<file path="src/rtl/vga_fb_pkg.sv">
// Shared constants and owner-state encoding for the VGA framebuffer RAM arbiter.
package vga_fb_pkg;

    localparam int unsigned IMG_W    = 200;
    localparam int unsigned IMG_H    = 200;
    localparam int unsigned ADDR_W   = 16;
    localparam int unsigned DATA_W   = 8;
    localparam int unsigned IMG_SIZE = IMG_W * IMG_H;
    localparam int unsigned STARVE_W = 8;

    // What the RAM port does in the next cycle.
    typedef enum logic [1:0] {
        S_IDLE = 2'd0,
        S_RD   = 2'd1,
        S_WR   = 2'd2
    } owner_e;

endpackage

</file>
<file path="src/rtl/fb_disp_addr_gen.sv">
// Display read address counter: wraps after the last pixel, clear rewinds to 0.
module fb_disp_addr_gen #(
    parameter int unsigned SIZE   = vga_fb_pkg::IMG_SIZE,
    parameter int unsigned ADDR_W = vga_fb_pkg::ADDR_W
) (
    input  logic              clk,
    input  logic              rst_n,
    input  logic              clr,
    input  logic              en,
    output logic [ADDR_W-1:0] rd_addr_c
);
    import vga_fb_pkg::*;

    localparam logic [ADDR_W-1:0] LAST = ADDR_W'(SIZE - 1);

    logic [ADDR_W-1:0] addr;

    // A clear in the same cycle as a read makes this read hit pixel 0.
    assign rd_addr_c = clr ? '0 : addr;

    always_ff @(posedge clk or negedge rst_n) begin
        if (!rst_n) begin
            addr <= '0;
        end else if (en) begin
            addr <= (rd_addr_c == LAST) ? '0 : rd_addr_c + ADDR_W'(1);
        end else if (clr) begin
            addr <= '0;
        end
    end

endmodule

</file>
<file path="src/rtl/vga_fb_arbiter.sv">
// Shares the single-port image RAM between the display read stream and a
// loader write port; display has priority, a starvation limit forces writes.
module vga_fb_arbiter #(
    parameter int unsigned IMG_W      = vga_fb_pkg::IMG_W,
    parameter int unsigned IMG_H      = vga_fb_pkg::IMG_H,
    parameter int unsigned ADDR_W     = vga_fb_pkg::ADDR_W,
    parameter int unsigned DATA_W     = vga_fb_pkg::DATA_W,
    parameter int unsigned STARVE_LIM = 16
) (
    input  logic              vga_clk,
    input  logic              rst_n,
    input  logic              frame_start,
    input  logic              disp_req,
    output logic [DATA_W-1:0] disp_data,
    output logic              disp_vld,
    output logic              disp_dup,
    input  logic              wr_valid,
    output logic              wr_ready,
    input  logic [ADDR_W-1:0] wr_addr,
    input  logic [DATA_W-1:0] wr_data,
    output logic              wr_err,
    output logic [ADDR_W-1:0] ram_addr,
    output logic              ram_we,
    output logic [DATA_W-1:0] ram_wdata,
    input  logic [DATA_W-1:0] ram_rdata
);
    import vga_fb_pkg::*;

    localparam int unsigned     SIZE   = IMG_W * IMG_H;
    localparam logic [ADDR_W:0] SIZE_X = (ADDR_W + 1)'(SIZE);
    localparam logic [7:0]      LIM    = 8'(STARVE_LIM);
    localparam bit              LIM_ON = (STARVE_LIM != 0);

    owner_e            state;
    logic [7:0]        starve_cnt;
    logic              dup1;
    logic              p2_vld;
    logic              p2_dup;
    logic [ADDR_W-1:0] rd_addr;

    logic force_wr;
    logic wr_ready_c;
    logic xfer;
    logic rd_en;
    logic dup_en;
    logic in_range;

    fb_disp_addr_gen #(
        .SIZE   (SIZE),
        .ADDR_W (ADDR_W)
    ) u_addr_gen (
        .clk       (vga_clk),
        .rst_n     (rst_n),
        .clr       (frame_start),
        .en        (rd_en),
        .rd_addr_c (rd_addr)
    );

    // Per-cycle arbitration decision.
    always_comb begin
        force_wr   = 1'b0;
        wr_ready_c = 1'b0;
        xfer       = 1'b0;
        rd_en      = 1'b0;
        dup_en     = 1'b0;
        in_range   = 1'b0;
        force_wr   = LIM_ON && (starve_cnt == LIM) && wr_valid;
        wr_ready_c = rst_n && (!disp_req || force_wr);
        xfer       = wr_valid && wr_ready_c;
        rd_en      = disp_req && !force_wr;
        dup_en     = disp_req && force_wr;
        in_range   = {1'b0, wr_addr} < SIZE_X;
    end

    // The grant is a same-cycle answer to the requesters, so it stays combinational.
    assign wr_ready = wr_ready_c;

    // Owner state, RAM command, read-return pipe and starvation counter.
    always_ff @(posedge vga_clk or negedge rst_n) begin
        if (!rst_n) begin
            state      <= S_IDLE;
            ram_addr   <= '0;
            ram_we     <= 1'b0;
            ram_wdata  <= '0;
            wr_err     <= 1'b0;
            starve_cnt <= '0;
            dup1       <= 1'b0;
            p2_vld     <= 1'b0;
            p2_dup     <= 1'b0;
            disp_vld   <= 1'b0;
            disp_dup   <= 1'b0;
            disp_data  <= '0;
        end else begin
            ram_we <= 1'b0;
            wr_err <= 1'b0;
            if (xfer) begin
                state     <= S_WR;
                ram_addr  <= wr_addr;
                ram_wdata <= wr_data;
                ram_we    <= in_range;
                wr_err    <= !in_range;
            end else if (rd_en) begin
                state    <= S_RD;
                ram_addr <= rd_addr;
            end else begin
                state <= S_IDLE;
            end

            // A stolen display slot still returns one (repeated) pixel in order.
            dup1     <= dup_en;
            p2_vld   <= (state == S_RD) || dup1;
            p2_dup   <= dup1;
            disp_vld <= p2_vld;
            disp_dup <= p2_vld && p2_dup;
            if (p2_vld && !p2_dup) begin
                disp_data <= ram_rdata;
            end

            if (!wr_valid || xfer) begin
                starve_cnt <= '0;
            end else if (starve_cnt != 8'hFF) begin
                starve_cnt <= starve_cnt + 8'd1;
            end
        end
    end

endmodule

</file>
<file path="config.mk">
export PLATFORM = sky130hd
export DESIGN_NAME = vga_fb_arbiter
export DESIGN_NICKNAME = d
export VERILOG_FILES = /design/src/rtl/vga_fb_pkg.sv /design/src/rtl/fb_disp_addr_gen.sv /design/src/rtl/vga_fb_arbiter.sv
export SDC_FILE = /design/constraint.sdc
export NUM_CORES = 1
export LEC_CHECK = 0
export BUFFER_PORTS_ARGS = -buffer_cell sky130_fd_sc_hd__buf_2
export CAP_MARGIN = 10
export CELL_PAD_IN_SITES_DETAIL_PLACEMENT = 0
export CELL_PAD_IN_SITES_GLOBAL_PLACEMENT = 2
export CORE_UTILIZATION = 38
export CTS_BUF_LIST = sky130_fd_sc_hd__clkbuf_2
export CTS_CLUSTER_SIZE = 10
export DETAILED_ROUTE_END_ITERATION = 12
export PLACE_DENSITY = 0.95
export SETUP_SLACK_MARGIN = 0.5
export SLEW_MARGIN = 25
export SYNTH_ARGS = -nofsm -noshare
export SYNTH_HDL_FRONTEND = slang
export SYNTH_SLANG_ARGS = --single-unit
</file>
<file path="constraint.sdc">
create_clock -name vga_clk -period 5.3 [get_ports vga_clk]
set_clock_uncertainty 0.05 [all_clocks]
set_input_delay 0.53 -clock vga_clk [delete_from_list [all_inputs] [get_ports vga_clk]]
set_output_delay 0.53 -clock vga_clk [all_outputs]
set_load 0.01 [all_outputs]
</file>
==> Yosys cells after proc, flatten, opt, wreduce, memory -nomap -nowiden <==
Index checks and enable logic that the tools add are counted.
{ "totals": {"in_bits": 37, "out_inout_bits": 37, "ff_bits": 65, "elab_cells": 48} }
{ "classes": {"n_addsub": 2, "n_eq_ne": 4, "n_reduce_logical": 17, "mux": 11, "n_lt_le_gt_ge": 1} }
{ "op_table": {"columns": ["op", "n"], "rows": [
  ["$mux 16", 5],
  ["$add 16x1->16 const B", 1],
  ["$eq 16x16->1 const B", 1],
  ["$lt 16x16->1 const B", 1],
  ["$mux 8", 2],
  ["$add 8x1->8 const B", 1],
  ["$eq 8x5->1 const B", 1],
  ["$ne 8x8->1 const B", 1],
  ["$logic_and 1x1->1", 7],
  ["$logic_not 1->1", 5],
  ["$reduce_bool 2->1", 2],
  ["$logic_or 1x1->1", 3],
  ["$mux 1", 3],
  ["$eq 2x1->1 const B", 1],
  ["$mux 2", 1]
]} }

==> Longest topological paths before layout <==
{ "logic_depth": {"depth_word": 7, "ltp_mapped": 9, "depth_no_buf": 8} }

==> Modules after synthesis <==
From an unflattened synthesis, not the netlist that was laid out.
{ "hier_totals": {"hier_cells": 280, "hier_area_um2": 3214.3} }
{ "by_module_without_submodules": {"columns": ["module", "seq_area_each_um2", "cells_each", "area_each_um2", "n_inst"], "rows": [
  ["vga_fb_arbiter", 1226.2, 174, 2165.8, 1],
  ["fb_disp_addr_gen", 400.4, 106, 1048.5, 1]
]} }

==> Worst setup path before layout <==
OpenSTA, ideal clock, no wires.
{ "synth_timing": {"kind": "register -> register", "from": "reg starve_cnt[2]", "to": "reg ram_wdata[1]", "path_slack_ns": 3.152, "path_buffers": 0, "t_arrival_ns": 1.973, "stages_incl_launch_ff": 6, "setup_time_ns": 0.125, "required_time_ns": 5.125, "period_less_slack_ns": 2.148, "path_cell_list": "dfrtp_1 > or4b_4 > o41ai_4 > inv_2 > nor2_8 > mux2_2"} }
{ "synth_between": {"elab_chain_cells": 5} }
{ "synth_rtl": {"columns": ["item", "line_no", "text"], "rows": [
  ["from (decl)", "vga_fb_arbiter.sv:35", "logic [7:0] starve_cnt;"],
  ["from (signal assigned)", "vga_fb_arbiter.sv:122", "starve_cnt <= starve_cnt + 8'd1;"],
  ["$eq 8x5->1", "vga_fb_arbiter.sv:67", "force_wr = LIM_ON && (starve_cnt == LIM) && wr_valid;"],
  ["$logic_and 1x1->1", "vga_fb_arbiter.sv:67", null],
  ["$logic_or 1x1->1", "vga_fb_arbiter.sv:68", "wr_ready_c = rst_n && (!disp_req || force_wr);"],
  ["$logic_and 1x1->1", "vga_fb_arbiter.sv:68", null],
  ["$logic_and 1x1->1", "vga_fb_arbiter.sv:69", "xfer = wr_valid && wr_ready_c;"],
  ["net xfer", "vga_fb_arbiter.sv:43", "logic xfer;"],
  ["to (signal assigned)", "vga_fb_arbiter.sv:99", "ram_wdata <= wr_data;"],
  ["to (decl)", "vga_fb_arbiter.sv:24", "output logic [DATA_W-1:0] ram_wdata,"]
]} }
The timed path passes the listed nets, and every way through them passes these cells.
A chain may end at the register's enable or synchronous reset.

==> Worst setup path in the final report <==
{ "layout_timing": {"from": "reg starve_cnt[2]", "to": "out wr_ready"} }
{ "layout_between": {"elab_chain_cells": 4} }
{ "layout_rtl": {"columns": ["item", "line_no", "text"], "rows": [
  ["$eq 8x5->1", "vga_fb_arbiter.sv:67", null],
  ["$logic_and 1x1->1", "vga_fb_arbiter.sv:67", null],
  ["$logic_or 1x1->1", "vga_fb_arbiter.sv:68", null],
  ["$logic_and 1x1->1", "vga_fb_arbiter.sv:68", null],
  ["to (decl)", "vga_fb_arbiter.sv:18", "output logic wr_ready,"]
]} }
No other way between the ends.

==> impl_metrics.py <==
metrics = {
    "outcome": {
        "status": "finished, final reports clean",
    },
    "place": {
        "io_buffer_count": 73,
        "dp_hpwl_um": 4740,
        "placedCellCount": 441,
        "placed_area_sq_mm": 0.00348,
        "gp_routability_congestion": 0.777,
    },
    "timing": {
        "rsz0062_at_grt": "no",
        "drv_slew": 0,
        "max_freq_mhz": 303,
        "max_slew_margin_pct": 38.8,
        "period_minus_slack_ps": 3300,
        "tns_ps": 0,
        "setup_viol": 0,
        "whs_ps": 203,
        "post-route-period-util_pct": 62.2,
        "hold_viol_final": 0,
        "worst_slew_pin_slew_ps": 916,
    },
    "layout": {
        "final_net_count": 390,
        "finish.instance_area_sq_mm": 0.00357,
        "drive_gt1_share_pct": 31.8,
        "fillCellCount": 740,
        "area.growth.synth_to_final_pct": 17.0,
        "diodes": 0,
        "multi_input_area_sq_mm": 0.00133,
        "register_area_sq_mm": 0.00163,
        "final_cells": 457,
        "post-route-util_pct": 46.2,
    },
    "pwr": {
        "leakagePower_nw": 1.74,
        "powerDensity_mw_per_mm2": 260,
        "peakVddDrop_mv": 0.0747,
    },
    "synth": {
        "synthTopCellsByArea": "dfrtp_1 (53%), mux2_2 (5.2%), mux2i_1 (3.3%)",
        "seq_area_frac_synth_pct": 53.3,
        "synth-edff-count": 0,
        "netlist-cell-type-count": 45,
        "postSynthCellCount": 277,
        "yosysWarnings": 0,
        "syn_nets": 317,
        "synth.avg_cell_area_sq_um": 11.0,
        "syn_area_sq_mm": 0.00305,
        "synth_top_area_share_pct": 53.3,
        "ys_ff_latch": 65,
        "synth_area_leader_cell": "dfrtp_1",
        "async_flop_share_pct": 100,
        "synthFlopType": "dfrtp_1",
    },
    "clock_network": {
        "numCtsBuffers": 9,
        "worstSkewPairLatency_ps": 490,
        "path_clk_slew_ps": 190,
        "hold_buffers": 0,
        "cts.htree.levels": 3,
        "post_cts_resized": 0,
        "cts_tree": "yes",
        "cts_root_buf": "clkbuf_2",
        "clockBufferDepth": 2,
        "cts_setup_buffers": 0,
        "cts.sinks": 65,
    },
    "drt": {
        "ant_nets": 0,
        "drc_errors": 0,
        "vias": 2332,
        "firstDrtPassIters": 6,
        "detail_route.wl_per_cell_um": 14.6,
        "drt_wl_total_um": 6660,
        "avgViaCountPerCell": 5.10,
        "drt_iter0_markers": 87,
    },
    "hold_path": {
        "holdPathEnd": "disp_data[2]",
        "holdCritStartpoint": "ram_rdata[2]",
        "hp-class": "in2reg",
        "whs_path_depth": 2,
    },
    "flow_run": {
        "drv_cap": 0,
    },
    "global_route": {
        "grt_antenna_before_repair": 0,
        "grt_pass1_wl_um": 11200,
        "grt_pass1_vias": 2366,
        "grt_max_degree": 73,
        "overflow": 0,
        "grt_use_total_pct": 17.3,
    },
    "critical_path": {
        "worstPathMaxFanout": 17,
        "crit_required_ps": 4720,
        "path_class": "reg2out",
        "worstSetupEndpointType": "output port",
        "cp.arrival_ps": 2720,
        "startpoint_type": "flop",
        "ff2ff_path_depth": 5,
        "r2r_start": "starve_cnt[2]",
        "r2r_setup_slack_ps": 2100,
        "r2r_end": "ram_wdata[4]",
    },
    "die": {
        "row_count": 32,
        "die_h_um": 91.6,
        "dieWidth_um": 91.6,
        "core_area_sq_mm": 0.00773,
        "die-area_sq_mm": 0.00839,
        "io_pins": 74,
        "start_util_pct": 39.5,
    },
}
-- cells by family after synthesis --
logic type,synth area share [%]
AO/OA/AOI/OAI,9.39
XOR/XNOR,3.16
adder cells (fa/ha/maj),1.23
buffers and inverters,3.08
flip-flops,53.3
multiplexers,9.19
AND/OR/NAND/NOR,20.6
-- metrics by stage --
step                      worst slack (ps)  total power [mW]
after floorplan                       3150             0.630
after global placement                2100             0.691
after detailed placement              2060             0.695
after CTS                             1940             0.940
after global routing                  1830             0.979
final                                 2000             0.927
-- layer usage --
metal	up-vias	global-route usage [%]	part of all wire, %
li1	1131	-	-
met1	1135	21.2	45
met2	58	28.6	49
met3	8	4.10	4.5
met4	0	7.80	1.5
met5	-	0	0
-- Yosys cell counts (all sizes together), types with 5 or more instances --
master,number
a211oi,9
a21oi,12
and3,14
buf,7
clkbuf,5
dfrtp,65
inv,6
mux2,16
mux2i,10
nand2,20
nand2b,9
nand3,15
nand4,6
nor2,20
nor2b,8
o21ai,14
xor2,8
-- how the worst max path moves through the flow --
stage / depth (start not counted) / slack (ps) / endpoint / start
global placement: 5 / 2100 / ram_wdata[1] / starve_cnt[2]
floorplan: 5 / 3150 / ram_wdata[1] / starve_cnt[2]
detailed placement: 5 / 2060 / ram_wdata[5] / starve_cnt[2]
global route: 4 / 1830 / wr_ready / starve_cnt[2]
CTS: 4 / 1940 / wr_ready / starve_cnt[2]
finish: 4 / 2000 / wr_ready / starve_cnt[2]
-- flip-flops by register name (all words and copies together) (netlist names) --
name / count
ram_addr: 16
u_addr_gen.addr: 16
disp_data: 8
ram_wdata: 8
starve_cnt: 8
state: 2
disp_dup: 1
disp_vld: 1
dup1: 1
p2_dup: 1
p2_vld: 1
ram_we: 1
wr_err: 1
-- where the power goes --
group | switching (mW) | internal, mW | total [mW]
Combinational | 0.0755 | 0.0615 | 0.137
Clock | 0.182 | 0.0639 | 0.246
Sequential | 0.0161 | 0.529 | 0.545
Total | 0.273 | 0.654 | 0.927
-- worst max-delay path, cell delays in order, from the launching register on --
cell,delay [ps]
dfrtp_1,500
or4b_4,580
o41ai_4,750
and2_1,260
buf_2,140
-- cell usage in the layout (no fill, tap or decap), types with 2 or more instances in the layout --
cell type   count
a211oi_1        5
a211oi_2        4
a21oi_1        12
and2_1          3
and3_1         14
buf_2          73
clkbuf_2       11
clkinvlp_4      2
dfrtp_1        65
ha_1            3
inv_1           5
mux2_1          2
mux2_2         14
mux2i_1        10
nand2_1        19
nand2b_1        9
nand3_1        15
nand3b_1        2
nand4_1         6
nor2_1         19
nor2b_1         8
nor3_1          2
nor4_1          3
o21ai_0        10
o21ai_1         4
or3_1           2
or4_1           2
xnor2_1         3
xor2_1          8
-- cell type report --
class | instances | share of cell area [%]
Timing Repair Buffer | 74 | 10.4
Clock buffer | 11 | 1.54
Tap cell | 102 | 3.58
Clock inverter | 5 | 0.911
Multi-Input combinational cell | 194 | 37.3
Sequential cell | 65 | 45.6
Inverter | 6 | 0.631
No activity file was read; power rests on OpenSTA's default activity.
